--- src/rtl/xbar_demux_rr_arbiter.sv ---
// Round-robin arbiter that shares one downstream demux-bus slave port among
// N_MASTERS requesters. The request path is a combinational mux. An in-order
// ID FIFO records the owner of every granted transaction, so each response
// goes back to the master that issued it.
module xbar_demux_rr_arbiter #(
    parameter int N_MASTERS       = 4,
    parameter int MAX_OUTSTANDING = 4
) (
    input  logic                      clk_i,
    input  logic                      rst_i,
    input  logic [N_MASTERS-1:0]      m_req_i,
    input  logic [N_MASTERS*32-1:0]   m_add_i,
    input  logic [N_MASTERS-1:0]      m_we_i,
    input  logic [N_MASTERS*6-1:0]    m_atop_i,
    input  logic [N_MASTERS*32-1:0]   m_wdata_i,
    input  logic [N_MASTERS*4-1:0]    m_be_i,
    output logic [N_MASTERS-1:0]      m_gnt_o,
    output logic [N_MASTERS-1:0]      m_r_valid_o,
    output logic [N_MASTERS*32-1:0]   m_r_rdata_o,
    output logic [N_MASTERS-1:0]      m_busy_o,
    output logic                      s_req_o,
    output logic [31:0]               s_add_o,
    output logic                      s_we_o,
    output logic [5:0]                s_atop_o,
    output logic [31:0]               s_wdata_o,
    output logic [3:0]                s_be_o,
    input  logic                      s_gnt_i,
    input  logic                      s_r_valid_i,
    input  logic [31:0]               s_r_rdata_i,
    output logic                      err_o
);

    localparam int IW = (N_MASTERS > 1) ? $clog2(N_MASTERS) : 1;
    localparam int AW = $clog2(MAX_OUTSTANDING);
    localparam int CW = $clog2(MAX_OUTSTANDING + 1);
    localparam logic [CW-1:0] DEPTH = CW'(MAX_OUTSTANDING);

    // Master index arithmetic that wraps modulo N_MASTERS, which need not be a power of 2.
    function automatic logic [IW-1:0] wrap_add(input logic [IW-1:0] base, input int off);
        int sum;
        sum = int'(base) + off;
        if (sum >= N_MASTERS) begin
            sum = sum - N_MASTERS;
        end else begin
            sum = sum;
        end
        return IW'(sum);
    endfunction

    logic [IW-1:0] ptr_r;
    logic [IW-1:0] sel_s;
    logic [IW-1:0] mux_idx_s;
    logic [IW-1:0] head_s;
    logic          any_req_s;
    logic          full_s;
    logic          empty_s;
    logic          hs_s;
    logic          pop_s;
    logic [IW-1:0] fifo_r [MAX_OUTSTANDING];
    logic [AW-1:0] wr_ptr_r;
    logic [AW-1:0] rd_ptr_r;
    logic [CW-1:0] count_r;
    logic [CW-1:0] out_cnt_r [N_MASTERS];
    logic          err_r;

    // Round-robin scan: the first requester at or after ptr wins.
    always_comb begin
        sel_s     = '0;
        any_req_s = 1'b0;
        for (int i = 0; i < N_MASTERS; i++) begin
            if (!any_req_s && m_req_i[wrap_add(ptr_r, i)]) begin
                sel_s     = wrap_add(ptr_r, i);
                any_req_s = 1'b1;
            end else begin
                any_req_s = any_req_s;
            end
        end
    end

    // A push is blocked while the FIFO is full, even if a pop happens in the same cycle.
    always_comb begin
        full_s  = (count_r == DEPTH);
        empty_s = (count_r == '0);
        s_req_o = any_req_s & ~full_s;
        hs_s    = s_req_o & s_gnt_i;
        pop_s   = s_r_valid_i & ~empty_s;
        head_s  = fifo_r[rd_ptr_r];
    end

    // Forward the selected master's fields downstream; master 0's fields when idle.
    always_comb begin
        if (any_req_s) begin
            mux_idx_s = sel_s;
        end else begin
            mux_idx_s = '0;
        end
        s_add_o   = m_add_i[32*mux_idx_s +: 32];
        s_we_o    = m_we_i[mux_idx_s];
        s_atop_o  = m_atop_i[6*mux_idx_s +: 6];
        s_wdata_o = m_wdata_i[32*mux_idx_s +: 32];
        s_be_o    = m_be_i[4*mux_idx_s +: 4];
    end

    // Grant goes to the selected master; the response goes to the FIFO head.
    always_comb begin
        m_gnt_o     = '0;
        m_r_valid_o = '0;
        if (hs_s) begin
            m_gnt_o[sel_s] = 1'b1;
        end else begin
            m_gnt_o = '0;
        end
        if (pop_s) begin
            m_r_valid_o[head_s] = 1'b1;
        end else begin
            m_r_valid_o = '0;
        end
        m_r_rdata_o = {N_MASTERS{s_r_rdata_i}};
    end

    // The RR pointer moves past the winner only when a handshake completes.
    always_ff @(posedge clk_i) begin
        if (rst_i) begin
            ptr_r <= '0;
        end else if (hs_s) begin
            ptr_r <= wrap_add(sel_s, 1);
        end else begin
            ptr_r <= ptr_r;
        end
    end

    // ID FIFO storage. No reset is needed because count gates validity.
    always_ff @(posedge clk_i) begin
        if (hs_s) begin
            fifo_r[wr_ptr_r] <= sel_s;
        end else begin
            fifo_r[wr_ptr_r] <= fifo_r[wr_ptr_r];
        end
    end

    // FIFO pointers and occupancy. The pointers wrap naturally at a power-of-2 depth.
    always_ff @(posedge clk_i) begin
        if (rst_i) begin
            wr_ptr_r <= '0;
            rd_ptr_r <= '0;
            count_r  <= '0;
        end else begin
            if (hs_s) begin
                wr_ptr_r <= wr_ptr_r + AW'(1);
            end else begin
                wr_ptr_r <= wr_ptr_r;
            end
            if (pop_s) begin
                rd_ptr_r <= rd_ptr_r + AW'(1);
            end else begin
                rd_ptr_r <= rd_ptr_r;
            end
            case ({hs_s, pop_s})
                2'b10:   count_r <= count_r + CW'(1);
                2'b01:   count_r <= count_r - CW'(1);
                default: count_r <= count_r;
            endcase
        end
    end

    // Per-master outstanding counters that drive the busy flags.
    always_ff @(posedge clk_i) begin
        for (int k = 0; k < N_MASTERS; k++) begin
            if (rst_i) begin
                out_cnt_r[k] <= '0;
            end else begin
                case ({hs_s && (sel_s == IW'(k)), pop_s && (head_s == IW'(k))})
                    2'b10:   out_cnt_r[k] <= out_cnt_r[k] + CW'(1);
                    2'b01:   out_cnt_r[k] <= out_cnt_r[k] - CW'(1);
                    default: out_cnt_r[k] <= out_cnt_r[k];
                endcase
            end
        end
    end

    // A master is busy while it has any outstanding transaction.
    always_comb begin
        m_busy_o = '0;
        for (int k = 0; k < N_MASTERS; k++) begin
            m_busy_o[k] = (out_cnt_r[k] != '0);
        end
    end

    // A response that arrives with no owner is a sticky protocol error.
    always_ff @(posedge clk_i) begin
        if (rst_i) begin
            err_r <= 1'b0;
        end else if (s_r_valid_i && empty_s) begin
            err_r <= 1'b1;
        end else begin
            err_r <= err_r;
        end
    end

    assign err_o = err_r;

endmodule

--- config.mk ---
export PLATFORM = sky130hd
export DESIGN_NAME = xbar_demux_rr_arbiter
export DESIGN_NICKNAME = d
export VERILOG_FILES = /design/src/rtl/xbar_demux_rr_arbiter.sv
export SDC_FILE = /design/constraint.sdc
export NUM_CORES = 1
export LEC_CHECK = 0
export BUFFER_PORTS_ARGS = -buffer_cell sky130_fd_sc_hd__buf_2
export CORE_AREA = 5 5 212 214
export CTS_BUF_LIST = sky130_fd_sc_hd__clkbuf_4 sky130_fd_sc_hd__clkbuf_8
export CTS_CLUSTER_SIZE = 14
export DETAILED_ROUTE_END_ITERATION = 12
export DIE_AREA = 0 0 217 219
export GPL_TIMING_DRIVEN = 0
export PLACE_DENSITY = 0.49
export SKIP_LAST_GASP = 1
export SLEW_MARGIN = 0
export SYNTH_ARGS = -nofsm -noshare
export SYNTH_HDL_FRONTEND = slang
export SYNTH_SLANG_ARGS = --single-unit
--- constraint.sdc ---
create_clock -name clk_i -period 5.04 [get_ports clk_i]
set_input_delay 0 -clock clk_i [delete_from_list [all_inputs] [get_ports clk_i]]
set_output_delay 0 -clock clk_i [all_outputs]
set_load 0.01 [all_outputs]
## Word level (Yosys, flattened, before mapping)

Memory sizes are Yosys's and may differ from the RTL's. A register that Yosys moved wholly into a read port is not among the register bits.
Index checks and enable logic that the tools add are counted.

- Logic and storage cells: 200
- Input bits: 340
- Bits in registers: 10
- Memories kept: 2
- Bits in writable memories: 20
- Output and inout port bits: 217

Memories:

| name | words | width | rd ports | clocked after Yosys merged registers in | write ports | RTL line | source |
|---|---|---|---|---|---|---|---|
| out_cnt_r | 4 | 3 | 4 | 0 | 4 | 63 | `logic [CW-1:0] out_cnt_r [N_MASTERS];` |
| fifo_r | 4 | 2 | 1 | 1 | 1 | 59 | `logic [IW-1:0] fifo_r [MAX_OUTSTANDING];` |

- Shift operators: 4
- Bitwise logic cells: 18
- Eq/ne operators: 18
- Multipliers: 1
- $lt $le $gt $ge: 14
- Add/subtract/negate cells: 21
- Muxes and demuxes: 87
- Reduce and logical (&&, ||, !) cells: 30

Operator list:

| cell | count |
|---|---|
| indexed part select 128 x 8 -> 32 bit | 2 |
| 2-to-1 mux 1 bit | 52 |
| 2-to-1 mux 3 bit | 12 |
| 2-to-1 mux 2 bit | 13 |
| indexed part select 24 x 6 -> 6 bit | 1 |
| less-than comparator 2 x 3 -> 1 bit, second input constant | 7 |
| == test 2 bit, second input constant | 9 |
| indexed part select 16 x 5 -> 4 bit | 1 |
| adder 3 x 1 -> 3 bit, second input constant | 5 |
| subtractor 3 x 1 -> 3 bit, second input constant | 5 |
| == test 2 x 1 -> 1 bit, second input constant | 7 |
| logical AND 1 bit | 14 |
| OR 1 bit | 13 |
| greater-or-equal comparator 3 bit, second input constant | 4 |
| nonzero test 3 bit | 4 |
| binary-select mux 1 bit (select 2 bit) | 5 |
| subtractor 2 x 1 -> 2 bit, second input constant | 5 |
| 2-to-1 mux 4 bit | 2 |
| OR reduction 2 bit | 4 |
| adder 2 x 1 -> 3 bit, second input constant | 2 |
| adder 2 x 2 -> 3 bit, second input constant | 2 |
| one-hot mux 3 bit (2 select lines) | 1 |
| adder 2 x 1 -> 2 bit, second input constant | 2 |
| demux 1 bit (select 2 bit) | 2 |
| 12 further kinds | 19 |

## Longest topological paths before layout

- Depth after elaboration: 24
- Gate-level depth with buffers: 16
- Gate-level depth less buffers: 14

## Worst setup path before layout

No wires, ideal clock.

- Kind: register to register
- Start: register ptr_r[1]
- End: memory out_cnt_r[2][2] in the netlist's numbering (data pin)
- Clock period less this slack: 3039 ps
- Data required time: 4772 ps
- Setup time: 268 ps
- Setup slack: 2001 ps
- Buffers on the path: 2
- Data arrival time: 2771 ps
- Stages on the path, launching flop included: 17
- Cell sequence: dfxtp_1 > mux2i_1 > o22a_1 > and2_1 > clkbuf_1 > clkbuf_1 > inv_1 > ha_1 > nand2_1 > ha_1 > nand2b_1 > xnor2_1 > ha_1 > nor2_1 > mux2i_1 > xor2_1 > nor3_1

RTL lines:

| what | RTL line | source |
|---|---|---|
| start: declaration | 50 | `logic [IW-1:0] ptr_r;` |
| start signal: assignment | 126 | `ptr_r <= wrap_add(sel_s, 1);` |
| start signal: assignment | 128 | `ptr_r <= ptr_r;` |
| end: declaration | 63 |  |

==> metrics.md <==
| Metric | Value |
|---|---|
| Final Max Slew Viols | `0` |
| Core Area | `0.0427 sq mm` |
| Vias/cell | `4.67` |
| Pwr dens | `around 260 mW/mm^2` |
| Max_slew headroom | `21.6%` |
| First-pass GRT wire length | `around 60000 um` |
| CTS Buffer Depth | `2` |
| Number of synthesized flops with an enable pin | `20` |
| Drt initial violations | `488` |
| Worst vdd ir | `around 94 uV` |
| Seq/Total Area, Yosys | `13.0%` |
| Area leader, netlist | `buf_4` |
| Post-detail-place hpwl | `36300 um` |
| First-pass detailed-route iteration total | `5` |
| Pleak | `0.00440 uW` |
| Port Buffers | `about 520` |
| Setup crit start kind | `flip-flop` |
| Top cell type's share of synthesized area | `15.3%` |
| Share of flip-flops with an asynchronous set or reset | `0%` |
| Clock Sinks | `32` |
| Initial antenna violation count | `11` |
| Count leader, synth | `buf_4` |
| Mapped cell area | `0.00647 sq mm` |
| Worst slew pin tran | `1.17 ns` |
| Fin nets | `roughly 1700` |
| CTS resizes | `0` |
| Largest net degree at the start of global routing | `16` |
| Worst R2R Setup Slack | `1.0 ns` |
| Share of cells above drive strength 1 | `57.1%` |
| Tcrit/Tclk final | `80.2%` |
| Top cells by count, synth | `buf_4 (132), a211oi_1 (76), nand3_1 (76), o21ai_0 (71), clkbuf_1 (61)` |
| Die H | `219 um` |
| Area contributors post-synth | `buf_4 (15%), edfxtp_1 (9.3%), a211oi_1 (8.8%)` |
| CTS root buffer | `clkbuf_8` |
| Syn_area_per_cell | `8.02 sq um` |
| Number of global-route vias before repair | `9059` |
| Total gr overflow | `0` |
| Number of buffers created by CTS | `5` |
| Row count | `76` |
| CTS tree | `yes` |
| CTS clk-pin slew, worst paths | `approximately 0.060 ns` |
| GP Congestion | `about 0.9` |
| Unrepaired setup endpoints after global routing | `false` |
| Main synth FF type | `edfxtp_1` |
| TNS Setup | `0 ns` |
| DRC | `0` |
| Initial Utilization | `between 10% and 20%` |
| Arr. time, crit path | `4.06 ns` |
| Netlist cell types | `43` |
| Die Span X | `about 220 um` |
| Fmax | `247 MHz` |
| Finished Core Util | `between 20% and 30%` |
| Gr usage total | `16.6%` |
| Yosys warning total | `0` |
| Final hold violations | `0` |
| CTS H-tree depth | `2` |
| Final setup viols | `0` |
| Clock Skew | `around 0.0019 ns` |
| Routed length per instance | `22.9 um` |
| Outcome | `complete, no violations` |
| Final Critical Period | `4.04 ns` |
| Routed WL | `43100 um` |
| CP Capture Type | `flip-flop` |
| WS Path Type | `flip-flop to flip-flop` |
| Die area | `between 0.04 and 0.05 sq mm` |
| Worst Hold Class | `input pin to flip-flop` |
| Antenna viol nets, final | `0` |
| Worst Path Max Fanout | `15` |
| Clock Latency Late Sink | `around 0.29 ns` |
| Syn Nets | `roughly 1200` |
| Post-Synthesis Cells | `807` |
| Required time worst endpoint | `5.06 ns` |
| Synthesized flop and latch total | `32` |
| Area Overhead vs Synth | `52.8%` |
| Max_cap viols | `0` |
| Vias | `8821` |
| Io pins | `557` |
-- final cells by class --
cell class	count	area, sq um
Tap cell	546	683
Multi-Input combinational cell	518	4080
Buffer	231	1460
Timing Repair Buffer	523	2620
Clock buffer	8	104
Sequential cell	32	841
Antenna cell	3	7.51
Fill cell	4821	32800
Inverter	26	97.6
-- layer usage --
layer / share of wire [%] / wire (um) / track usage (%) / up-vias
li1: - / - / - / 4103
met1: 40 / 17200 / 20.4 / 4168
met2: 50 / 21500 / 29.3 / 463
met3: 7.2 / 3090 / 3.89 / 79
met4: 3.0 / 1310 / 4.49 / 8
met5: 0.13 / 56 / 0 / -
-- metrics by stage --
stage	cells	total power, uW	setup slack (ns)	cell area (sq um)	hold WS [ns]
after detailed placement	1875	2330	0.917	9770	0.186
after CTS	1884	2560	0.911	9880	0.174
after global routing	1885	2730	0.544	9890	0.190
final	1887	2550	0.996	9890	0.180
after global placement	1875	2320	1.03	9770	0.187
after floorplan	807	1520	2.00	6470	0.0918
-- logic make-up after synthesis --
family / after synthesis / synth area share [%]
compound gates: 323 / 42.9
buf+inv: 257 / 24.0
simple gates: 145 / 11.0
flops: 32 / 13.0
fa+ha+maj: 28 / 5.53
xor+xnor: 13 / 1.76
mux: 9 / 1.82
-- worst max-delay path: stages (launching register included) --
cell,delay (ns)
dfxtp_1,0.48
mux2i_1,0.22
o22a_1,0.28
and2_1,0.16
clkbuf_1,0.37
clkbuf_1,0.73
inv_1,0.15
ha_1,0.22
nand2_1,0.08
ha_1,0.24
nand2b_1,0.09
xnor2_1,0.14
ha_1,0.18
nor2_1,0.04
mux2i_1,0.15
xor2_1,0.17
nor3_1,0.06
-- worst paths after layout --
kind,cells after the start,startpoint,to
min reg2reg,2,err_o$_SDFFE_PP0P_,err_o$_SDFFE_PP0P_
max reg2reg,16,ptr_r[1]$_SDFFE_PP0P_,out_cnt_r[2][2]$_SDFFCE_PN0P_
max,16,ptr_r[1]$_SDFFE_PP0P_,out_cnt_r[2][2]$_SDFFCE_PN0P_
min,4,m_req_i[1],ptr_r[0]$_SDFFE_PP0P_
-- timing repair --
| item | in CTS | in global routing |
|---|---|---|
| hold buffers | 1 | 0 |
| hold endpoints to repair | 1 | 0 |
| setup buffers | 0 | 0 |
-- state kept, by name (all words and copies together), names as in the netlist, named ones only --
name and cells:
err_o 1, wr_ptr_r 2, out_cnt_r 12, count_r 3, ptr_r 2, fifo_r 8, rd_ptr_r 2
-- power breakdown --
| part | switching (uW) | internal, uW | total, uW |
|---|---|---|---|
| clock network | 92.9 | 130 | 223 |
| registers | 41.7 | 338 | 380 |
| logic | 1190 | 750 | 1940 |
-- layout by cell type (no fill, tap or decap), types with 4 or more instances in the layout --
master and count:
inv_1 26, clkbuf_1 61, nand2b_1 6, a221oi_2 28, nand2_1 13, a21oi_1 6
o21ai_1 8, o21bai_1 4, mux2i_1 5, a311oi_2 30, buf_4 132, ha_1 27
buf_6 8, o21ai_0 71, dfxtp_1 12, nor3_1 7, nor2_1 25, a211oi_1 76
clkbuf_8 7, buf_2 550, nand3_1 76, a311oi_1 46, xor2_1 10, a221oi_1 48
and2_1 6, edfxtp_1 20
No activity file was read; power rests on OpenSTA's default activity.
